$ cat src/rtl/aemb_wbarb.sv
// N-master Wishbone arbiter: fixed or round-robin grant, registered bus outputs,
// and a watchdog that aborts a stalled cycle and returns an error to its master.
module aemb_wbarb #(
  parameter int ASIZ = 32,
  parameter int NCH  = 2,
  parameter int MODE = 0,
  parameter int TOUT = 255,
  parameter int TW   = 8
) (
  input  logic              sys_clk_i,
  input  logic              sys_rst_i,
  input  logic [NCH*ASIZ-1:0] m_adr_i,
  input  logic [NCH*32-1:0] m_dat_i,
  input  logic [NCH*4-1:0]  m_sel_i,
  input  logic [NCH-1:0]    m_stb_i,
  input  logic [NCH-1:0]    m_wre_i,
  output logic [31:0]       m_dat_o,
  output logic [NCH-1:0]    m_ack_o,
  output logic [NCH-1:0]    m_err_o,
  output logic [NCH-1:0]    gnt_o,
  output logic [ASIZ-1:0]   wb_adr_o,
  output logic [31:0]       wb_dat_o,
  output logic [3:0]        wb_sel_o,
  output logic              wb_stb_o,
  output logic              wb_wre_o,
  input  logic [31:0]       wb_dat_i,
  input  logic              wb_ack_i
);

  localparam int CW  = (NCH > 1) ? $clog2(NCH) : 1;
  localparam int CW1 = CW + 1;
  localparam logic [TW-1:0] TLIM = TW'((TOUT > 0) ? TOUT - 1 : 0);

  typedef enum logic [1:0] {IDLE, BUSY, DONE} state_t;

  state_t          state;
  logic [CW-1:0]   rr_ptr;
  logic [CW-1:0]   win;
  logic [TW-1:0]   cnt;

  logic [ASIZ-1:0] adr_arr [NCH];
  logic [31:0]     dat_arr [NCH];
  logic [3:0]      sel_arr [NCH];

  generate
    for (genvar gi = 0; gi < NCH; gi++) begin : g_unpack
      assign adr_arr[gi] = m_adr_i[gi*ASIZ +: ASIZ];
      assign dat_arr[gi] = m_dat_i[gi*32 +: 32];
      assign sel_arr[gi] = m_sel_i[gi*4 +: 4];
    end
  endgenerate

  // Round-robin searches upward from the channel after the last winner.
  always_comb begin : pick
    logic [CW:0] idx;
    logic        found;
    win   = '0;
    idx   = '0;
    found = 1'b0;
    if (MODE == 0) begin
      for (int i = NCH - 1; i >= 0; i--)
        if (m_stb_i[i]) win = CW'(i);
    end else begin
      for (int i = 0; i < NCH; i++) begin
        idx = {1'b0, rr_ptr} + CW1'(i + 1);
        if (idx >= CW1'(NCH)) idx = idx - CW1'(NCH);
        if (!found && m_stb_i[idx[CW-1:0]]) begin
          win   = idx[CW-1:0];
          found = 1'b1;
        end
      end
    end
  end

  always_ff @(posedge sys_clk_i or posedge sys_rst_i) begin
    if (sys_rst_i) begin
      state    <= IDLE;
      rr_ptr   <= CW'(NCH - 1);
      cnt      <= '0;
      gnt_o    <= '0;
      m_ack_o  <= '0;
      m_err_o  <= '0;
      m_dat_o  <= '0;
      wb_adr_o <= '0;
      wb_dat_o <= '0;
      wb_sel_o <= '0;
      wb_stb_o <= 1'b0;
      wb_wre_o <= 1'b0;
    end else begin
      case (state)
        IDLE: begin
          if (|m_stb_i) begin
            gnt_o    <= NCH'(1) << win;
            wb_adr_o <= adr_arr[win];
            wb_dat_o <= dat_arr[win];
            wb_sel_o <= sel_arr[win];
            wb_wre_o <= m_wre_i[win];
            wb_stb_o <= 1'b1;
            cnt      <= '0;
            state    <= BUSY;
            if (MODE != 0) rr_ptr <= win;
          end
        end
        BUSY: begin
          // An ack landing on the expiry cycle still completes normally.
          if (wb_ack_i) begin
            m_dat_o  <= wb_dat_i;
            wb_stb_o <= 1'b0;
            wb_wre_o <= 1'b0;
            m_ack_o  <= gnt_o;
            state    <= DONE;
          end else if (TOUT != 0 && cnt == TLIM) begin
            m_dat_o  <= '0;
            wb_stb_o <= 1'b0;
            wb_wre_o <= 1'b0;
            m_err_o  <= gnt_o;
            state    <= DONE;
          end else begin
            cnt <= cnt + 1'b1;
          end
        end
        DONE: begin
          m_ack_o <= '0;
          m_err_o <= '0;
          gnt_o   <= '0;
          cnt     <= '0;
          state   <= IDLE;
        end
        default: state <= IDLE;
      endcase
    end
  end

endmodule

$ cat config.mk
export PLATFORM = sky130hd
export DESIGN_NAME = aemb_wbarb
export DESIGN_NICKNAME = d
export VERILOG_FILES = /design/src/rtl/aemb_wbarb.sv
export SDC_FILE = /design/constraint.sdc
export NUM_CORES = 1
export LEC_CHECK = 0
export ABC_AREA = 1
export CAP_MARGIN = 5
export CORE_ASPECT_RATIO = 0.8
export CORE_MARGIN = 10
export CORE_UTILIZATION = 41
export CTS_BUF_LIST = sky130_fd_sc_hd__clkbuf_8
export CTS_CLUSTER_DIAMETER = 80
export DETAILED_ROUTE_END_ITERATION = 8
export PLACE_DENSITY = 0.95
export SLEW_MARGIN = 20
export SYNTH_ARGS = -nofsm -noshare
export SYNTH_HDL_FRONTEND = slang
export SYNTH_SLANG_ARGS = --single-unit
export TNS_END_PERCENT = 30
$ cat constraint.sdc
create_clock -name sys_clk_i -period 4.5 [get_ports sys_clk_i]
set_clock_uncertainty 0.2 [all_clocks]
set_input_delay 0.45 -clock sys_clk_i [delete_from_list [all_inputs] [get_ports sys_clk_i]]
set_output_delay 0.45 -clock sys_clk_i [all_outputs]
set_load 0.1 [all_outputs]
# [Yosys cells after proc, flatten, opt, wreduce, memory -nomap -nowiden]
# Cells that the tools add are included.
[word_totals] reg_bits=118 latchBits=0 ramBits=0 romBits=0 wordCells=76 mem_count=0
[classes] n_addsub=1 n_mul=0 div_mod_pow=0 order_cmp=2 n_eq_ne=9 shifts=1 mux=36 bitwise_logic=1 reduce_logical=15
[op_table] operator="$mux W32" n=8
[op_table] operator="$mux W8" n=3
[op_table] operator="$pmux W8 S3" n=1
[op_table] operator="$pmux W2 S2" n=4
[op_table] operator="$mux W2" n=7
[op_table] operator="$mux W4" n=3
[op_table] operator="$ne A2 B2 Y1 const B" n=5
[op_table] operator="$reduce_and A2 Y1" n=5
[op_table] operator="$add A8 B1 Y8 const B" n=1
[op_table] operator="$eq A8 B8 Y1 const B" n=1
[op_table] operator="$mux W1" n=8
[op_table] operator="$reduce_bool A2 Y1" n=4
[op_table] operator="$reduce_and A3 Y1" n=2
[op_table] operator="$pmux W1 S2" n=2
[op_table] operator="$reduce_and A4 Y1" n=1
[op_table] operator="$ne A3 B3 Y1 const B" n=1
[op_table] operator="$reduce_bool A3 Y1" n=1
[op_table] operator="$eq A2 B1 Y1 const B" n=1
[op_table] operator="$eq A2 B2 Y1 const B" n=1
[op_table] operator="$ge A2 B2 Y1 const B" n=1
[op_table] operator="$logic_not A2 Y1" n=1
[op_table] operator="$lt A1 B2 Y1 const B" n=1
[op_table] operator="$not A1 Y2" n=1
[op_table] operator="$reduce_or A2 Y1" n=1
[op_table] operator="$shl A1 B1 Y2 const A" n=1

# [Longest topological paths before layout]
# Gate-level depths: netlist of run 1.
[logic_depth] word_depth=6 mapped_depth=10 ltp_nobuf=10

# [Worst setup path after synthesis of run 1]
# OpenSTA, ideal clock, no wires.
[synth_timing] path_type="flip-flop to flip-flop" startpoint="reg state[0]" endpoint="reg wb_dat_o[0]" setup_time_ns=0.078 arrival_ns=1.395 required_time_ns=4.222 slack_ns=2.827 path_stages_with_launch=9 n_path_buf=2 synth_period_minus_slack_ns=1.673 cell_sequence="dfrtp_1 -> inv_1 -> ha_1 -> o21ai_4 -> inv_2 -> buf_6 -> buf_2 -> nor2_1 -> a21oi_1"
[synth_between] elab_chain_len=2
[synth_rtl] element="start, declared" line="36" rtl="state_t state;"
[synth_rtl] element="start signal, assigned" line="77" rtl="state <= IDLE;"
[synth_rtl] element="start signal, assigned" line="100" rtl="state <= BUSY;"
[synth_rtl] element="start signal, assigned" line="111" rtl="state <= DONE;"
[synth_rtl] element="$logic_not A2 Y1" line="90" rtl="case (state)"
[synth_rtl] element="$reduce_and A2 Y1 (no source line)"
[synth_rtl] element="end signal, assigned" line="95" rtl="wb_dat_o <= dat_arr[win];"
[synth_rtl] element="end, declared" line="22" rtl="output logic [31:0] wb_dat_o,"
# Every way passes these cells.
# A chain may end at the register's enable or synchronous reset.

# [Worst setup path in the final report of run 1]
[layout_timing] startpoint="reg wb_wre_o" endpoint="out wb_wre_o"
[layout_rtl] element="start, declared" line="25" rtl="output logic wb_wre_o,"
[layout_rtl] element="start signal, assigned" line="97" rtl="wb_wre_o <= m_wre_i[win];"
# No word-level cell between the ends.

==> results of run 1 <==
[flip-flops by register name, summed over array words and instances, names as in the netlist]
signal	cells
cnt	8
gnt_o	2
m_ack_o	2
m_dat_o	32
m_err_o	2
state	2
wb_adr_o	32
wb_dat_o	32
wb_sel_o	4
wb_stb_o	1
wb_wre_o	1
[metrics by stage]
step                cell area (um2)  setup slack (ps)  utilization  hold WS (ps)  std cells
global placement               8190              1885       0.6433         253.6       1067
finish                         8638              1855       0.6785         274.3       1099
detailed placement             8190              1788       0.6433         257.4       1067
global route                   8638              1767       0.6785         299.2       1099
CTS                            8637              1790       0.6784         277.3       1099
floorplan                      5289             720.9            -         263.8        640
[cell type report]
type	instances	area (um2)
Fill cell	958	4093
Timing Repair Buffer	286	2865
Clock inverter	14	198.9
Inverter	24	93.84
Sequential cell	118	2953
Tap cell	175	219.0
Multi-Input combinational cell	464	2061
Clock buffer	18	247.7
[worst min-delay path by stage]
stage | from | endpoint | slack (ps)
final | m_dat_o[14] | m_dat_o[14] | 270
after global routing | m_dat_o[9] | m_dat_o[9] | 300
after CTS | m_dat_o[31] | m_dat_o[31] | 280
after detailed placement | m_dat_o[31] | m_dat_o[31] | 260
after global placement | m_dat_o[1] | m_dat_o[1] | 250
after floorplan | cnt[7] | cnt[7] | 260
[logic make-up after synthesis]
group | after synthesis | share of synthesized area
AND/OR/NAND/NOR | 307 | 0.2233
AO/OA/AOI/OAI | 144 | 0.1389
flip-flops | 118 | 0.5583
buffers and inverters | 58 | 0.05204
adder cells (fa/ha/maj) | 7 | 0.01656
XOR/XNOR | 4 | 0.006625
multiplexers | 2 | 0.004258
[synth_stat cells]
| cell | instances | area share |
|---|---|---|
| sky130_fd_sc_hd__xor2_1 | 2 | 0.0033 |
| sky130_fd_sc_hd__dfrtp_1 | 118 | 0.56 |
| sky130_fd_sc_hd__buf_4 | 3 | 0.0043 |
| sky130_fd_sc_hd__inv_2 | 6 | 0.0043 |
| sky130_fd_sc_hd__ha_1 | 7 | 0.017 |
| sky130_fd_sc_hd__nand4_1 | 2 | 0.0024 |
| sky130_fd_sc_hd__xnor2_1 | 2 | 0.0033 |
| sky130_fd_sc_hd__buf_6 | 3 | 0.0064 |
| sky130_fd_sc_hd__o21ai_4 | 1 | 0.0031 |
| sky130_fd_sc_hd__nand2_2 | 3 | 0.0035 |
| sky130_fd_sc_hd__inv_1 | 18 | 0.013 |
| sky130_fd_sc_hd__nor2_1 | 78 | 0.055 |
| sky130_fd_sc_hd__nor3_2 | 1 | 0.0019 |
| sky130_fd_sc_hd__clkbuf_1 | 9 | 0.0064 |
| sky130_fd_sc_hd__buf_2 | 19 | 0.018 |
| sky130_fd_sc_hd__nand2_1 | 216 | 0.15 |
| sky130_fd_sc_hd__mux2_2 | 2 | 0.0043 |
| sky130_fd_sc_hd__o21ai_1 | 5 | 0.0047 |
| sky130_fd_sc_hd__o22ai_1 | 2 | 0.0024 |
| sky130_fd_sc_hd__nor2_2 | 1 | 0.0012 |
| sky130_fd_sc_hd__a21oi_1 | 136 | 0.13 |
| sky130_fd_sc_hd__nand3_1 | 6 | 0.0057 |
[layer usage]
| metal | vias to the layer above | part of all wire | GRT usage |
|---|---|---|---|
| met2 | 232 | 0.48 | 0.3463 |
| met1 | 2557 | 0.40 | 0.2430 |
| met4 | 0 | 0.015 | 0.05377 |
| li1 | 2586 | - | - |
| met3 | 21 | 0.11 | 0.09263 |
| met5 | - | 0 | 0 |
==> impl_summary.md, run 1 <==
Yosys
After synthesis the netlist holds a flip-flop and latch count of 118. The per-instance average area after synthesis is 8.264 um2. The number of unique standard cell types used by synthesis is 22. The number of nets in the synthesized netlist is 822. The cell area that synthesis handed to floorplanning was 5289 um2.

The cell count after synthesis is 640. The number of warning messages in the yosys log is 0. The sequential-to-total area share from yosys stat is 0.5583.

STA
Setup repair after global routing left no endpoint under its margin. For the pin with the worst max-slew slack, the measured transition is 1049 ps. The final count of negative-setup-slack endpoints is 0. For this run, the top clock speed supported by timing is 378.1 MHz. In the finished design, the share of the clock period the worst path needs comes to 0.5878. The relative max-transition margin is 0.2984.

After routing, the total negative slack on setup checks comes to 0 ps. The final number of max-transition violations is 0. The post-layout minimum cycle time is 2645 ps. The final number of hold-violating endpoints is 0.

Worst setup path
In this design, the largest share of critical-path delay is due to buffers and inverters. The most critical setup path has its endpoint at wb_wre_o. The highest net fanout along the worst path is 2. The worst reg2reg path startpoint is state[0]. STA classifies the critical path startpoint as a register. The endpoint identified for the worst register-to-register timing path is wb_dat_o[8]. The buffering stage count on the worst path with inverters included is 1. The critical path is of the reg -> out type. The endpoint class of the critical path is a primary output.

The signal on the critical path passes through clkdlybuf4s50_1. The data required time at the worst endpoint is 3850 ps. The first element of the critical path is wb_wre_o. The critical path's slowest cell is sky130_fd_sc_hd__clkdlybuf4s50_1.

Measured in cells, the most critical reg-to-reg path has a length of 7. The number of gates on the worst path with buffers counted is 1. The longest individual stage delay on the worst path is 1200 ps. The data arrival time of the critical path is 2000 ps. The slack of the worst reg-to-reg path is 1960 ps.

Clock tree
The TritonCTS buffer count is 17. Once the clock tree was built, the setup fixing pass inserted 0 buffers. The maximum number of buffers from clock root to sink is 2. The number of H-tree levels is 4. For this design, the CTS-stage hold fixing added 0 buffers. Counting every sink on the clock net gives 118.

Clock-pin slew was measured on the worst setup and hold paths at 70 ps. CTS placed an instance of sky130_fd_sc_hd__clkbuf_8 at the clock tree root. After clock tree synthesis, the repair step resized 0 gates. For the worst-skew pair, the clock arrives at the later sink with an insertion delay of 410 ps.

TritonCTS built the clock tree.

Global route
The first-pass GRT wire length is 29,870 um. The initial antenna violation count came to 0. The number of global-route vias before repair is 5,588. Summed over all layers, the global routing overflow is 0. Entering global routing, the biggest net connects 72 pins. The overall fraction of global-route tracks in use is 0.2082.

Route
The average wire per standard cell is 17.77 um. The remaining antenna violation count is 0. Dividing the detail-routed via count by the number of cells gives 4.910. After the first detailed-routing iteration, the DRC count stood at 316. The first detailed-routing pass took 5 iterations. For this run, design rule violations remaining after detail routing come to 0. The routed layout has 5,396 vias. The total wire length is 19,530 um.

Cells and area
Relative to the synthesized area, the layout overhead comes to 63.33%. The number of antenna diodes in the final layout is 0. The most frequent standard cell in the layout excluding fill and tap cells is sky130_fd_sc_hd__clkdlybuf4s50_1. In the final design database the tool counted 1,093 nets. The ratio of cells with drive above 1 in the final layout is 0.05519.

In the layout the commonest cells are sky130_fd_sc_hd__clkdlybuf4s50_1, sky130_fd_sc_hd__nand2_1, sky130_fd_sc_hd__a21oi_1.

Floorplan
The total die area is 17,870 um2. Pin placement for this block handled 283 I/O pins. From left edge to right edge, the die measures 147.0 um.

The die is 121.6 um tall. After floorplanning, the core was divided into 37 placement rows. The starting density of the core is 0.4154. The core region is 12,730 um2.

Outcome
The flow ran to the end, and the final reports show no timing, DRC or antenna violations.

Worst hold path
The min-delay analysis places its worst path in the category reg -> reg. Along the worst hold path, the cell count comes to 2.

Placed design
The number of port buffers is 282. The post-DP HPWL is 14,650 um. At the end of routability-driven placement, the weighted congestion stood at 0.8443.

Job
The count of maximum capacitance violations is 0.
Power of run 1 is not shown: default switching activity piles up to over one toggle a cycle in this logic, so the estimate is an artifact.
==> run 2, diff against run 1 <==
- clock period: 4.5 -> 2.7 ns (I/O delays scaled with it)
==> impl_summary.md, run 2 (synthesis gave the netlist of run 1 again) <==
Outcome
Result of the run: finished, final reports clean (unchanged).

STA
Dividing the final minimum period by the clock period gives 0.8364. RSZ-0062 raised after global routing: false (unchanged). The post-layout minimum cycle time is 2258 ps. The worst-margin pin slew is 763.2 ps (was 1049 ps). The final number of hold-violating endpoints is 0 (unchanged). The final critical-path setup slack is 441.6 ps (was 1855 ps). The final number of max-transition violations is 0 (unchanged). The relative max-transition margin is 0.4912 (was 0.2984). The final total negative setup slack is 0 ps (unchanged). The highest attainable clock frequency is 442.8 MHz. The final count of negative-setup-slack endpoints is 0 (unchanged).

Cells and area
Top Registers: m_dat_o x32, wb_adr_o x32, wb_dat_o x32 (unchanged). The count of placed standard cells in the final layout, fillers left out is 1,103 (was 1,099). The number of nets in the layout is 1,097 (was 1,093). The utilization after layout is 0.6577 (was 0.6785). The area growth from synthesis to layout is 58.32% (was 63.33%). The most frequent standard cell in the layout excluding fill and tap cells is sky130_fd_sc_hd__nand2_1 (was sky130_fd_sc_hd__clkdlybuf4s50_1). The ratio of cells with drive above 1 in the final layout is 0.1735 (was 0.05519).

Leading cell types in the layout, fill and taps excluded: sky130_fd_sc_hd__nand2_1, sky130_fd_sc_hd__clkdlybuf4s50_1, sky130_fd_sc_hd__a21oi_1 (was sky130_fd_sc_hd__clkdlybuf4s50_1, sky130_fd_sc_hd__nand2_1, sky130_fd_sc_hd__a21oi_1). The count of inserted antenna diode cells came to 0 (unchanged).

Route
The via count of the routed design is 5,431 (was 5,396). The first-pass iteration count of the detailed router is 5 (unchanged). The number of DRC violations after detailed routing is 0 (unchanged). The number of DRC markers in iteration 0 is 409 (was 316). The remaining antenna violation count came to 0 (unchanged). The average wire per standard cell was 17.67 um (was 17.77 um).

The total wire length was 19,490 um (was 19,530 um). The ratio of routed vias to standard cells was 4.924 (was 4.910).

Floorplan
The height of the die was 121.6 um (unchanged). The width of the die came to 147.0 um (unchanged). The top-level I/O count is 283 (unchanged). The number of standard-cell rows in the floorplan is 37 (unchanged). The total die area is 17,870 um2 (unchanged). The core area was 12,730 um2 (unchanged). The starting density of the core is 0.4154 (unchanged).

Worst setup path
The critical register-to-register path endpoint was wb_adr_o[6] (was wb_dat_o[8]). The highest net fanout along the worst path is 68 (was 2). The longest individual stage delay on the worst path came to 560 ps (was 1200 ps). The first element of the critical path is state[0] (was wb_wre_o). The data required time at the worst endpoint came to 2840 ps (was 3850 ps).

The kind of critical path is reg -> reg (was reg -> out). The slack of the worst reg-to-reg path came to 440 ps (was 1960 ps). The sort of element at the start of the critical path is a register (unchanged). The buffering stage count on the worst path with inverters included came to 3 (was 1). The data arrival time of the critical path is 2400 ps (was 2000 ps). The worst reg2reg path depth is 7 (unchanged).

Cell chain of the critical path: inv_1, ha_1, o21ai_4, inv_2, buf_4, nor2_1, a21oi_1 (was clkdlybuf4s50_1). The cell type group with the largest total delay on the critical path is buffers and inverters (unchanged). The worst reg2reg path startpoint is state[0] (unchanged). The critical path's slowest cell is sky130_fd_sc_hd__buf_4 (was sky130_fd_sc_hd__clkdlybuf4s50_1).

The endpoint class of the critical path is a register (was primary output).

Placed design
The post-DP HPWL is 14,700 um (was 14,650 um). The minimum setup slack after placement is 478.6 ps (was 1788 ps). The number of port buffers came to 282 (unchanged). The number of cells after detailed placement is 1,071 (was 1,067). The final weighted congestion in routability-driven placement is 0.8392 (was 0.8443).

Clock tree
The maximum number of buffers from clock root to sink is 2 (unchanged). The clock tree root driver cell is sky130_fd_sc_hd__clkbuf_8 (unchanged). The clock-pin slew reported for the worst setup and hold paths after clock tree synthesis came to 80 ps (was 70 ps). The post-CTS repair timing setup buffer count is 0 (unchanged). The number of H-tree levels came to 4 (unchanged). The number of sinks driven by the clock tree is 118 (unchanged).

The TritonCTS buffer count came to 17 (unchanged). The worst-skew pair later-pin latency came to 410 ps (about the same). The quantity of hold-fixing buffers added after cts is 0 (unchanged). The quantity of gates resized following cts is 0 (unchanged). The clock tree from TritonCTS is done (unchanged).

Global route
The number of global-route vias before repair is 5,638 (was 5,588). The overall fraction of global-route tracks in use came to 0.2075 (was 0.2082). The largest net degree at the start of global routing is 119 (was 72). The first-pass GRT wire length is 29,950 um (was 29,870 um). The total global routing overflow came to 0 (unchanged). The initial antenna violation count is 0 (unchanged).

Job
The count of maximum capacitance violations was 0 (unchanged).

Worst hold path
The worst min-delay path category was in -> async (was reg -> reg).
==> run 2: cell types whose count changed in the layout (fill, tap and decap cells not counted), moves of 2 or more <==
| cell | previous run | this run |
|---|---|---|
| sky130_fd_sc_hd__inv_1 | 17 | 19 |
| sky130_fd_sc_hd__clkdlybuf4s50_1 | 282 | 174 |
| sky130_fd_sc_hd__buf_4 | 3 | 114 |
| sky130_fd_sc_hd__inv_6 | 3 | 0 |
==> run 2: worst reg2reg max path: stages (launching register included) <==
cell,delay [ps]
sky130_fd_sc_hd__dfrtp_1,420
sky130_fd_sc_hd__inv_1,130
sky130_fd_sc_hd__ha_1,320
sky130_fd_sc_hd__o21ai_4,120
sky130_fd_sc_hd__inv_2,60
sky130_fd_sc_hd__buf_4,560
sky130_fd_sc_hd__nor2_1,200
sky130_fd_sc_hd__a21oi_1,180
==> run 2: cell type report <==
| class | instances | area, um2 |
|---|---|---|
| repair buffers | 290 | 2638 |
| clock buffers | 18 | 247.7 |
| fillers | 1007 | 4358 |
| multi-input cells | 464 | 2061 |
| inverters | 24 | 93.84 |
| clock inverters | 14 | 161.4 |
| well taps | 175 | 219.0 |
| flip-flops and latches | 118 | 2953 |
==> run 2: how the worst max path moves through the flow <==
| stage | to | slack [ps] | cells after the start |
|---|---|---|---|
| finish | wb_adr_o[6] | 440 | 7 |
| global route | wb_adr_o[6] | 330 | 7 |
| CTS | wb_adr_o[6] | 480 | 7 |
| detailed placement | wb_adr_o[24] | 480 | 6 |
| global placement | wb_dat_o[23] | 560 | 6 |
| floorplan | cnt[0] | 790 | 1 |
==> run 2: per-layer routing <==
layer  share of wire  wire (um)  up-vias  track usage
met5               0          0        -            0
met4           0.024        477        0      0.07108
met3            0.11       2183       31      0.08818
met2            0.48       9314      252       0.3370
met1            0.39       7510     2552       0.2447
li1                -          -     2596            -
==> run 2: through the flow <==
step | instance area, um2 | hold WS (ps)
floorplan | 5293 | 186.7
detailed placement | 7964 | 260.3
global route | 8373 | 168.1
global placement | 7964 | 255.9
finish | 8373 | 186.9
CTS | 8373 | 162.4
Power of run 2 is left out for the same reason.
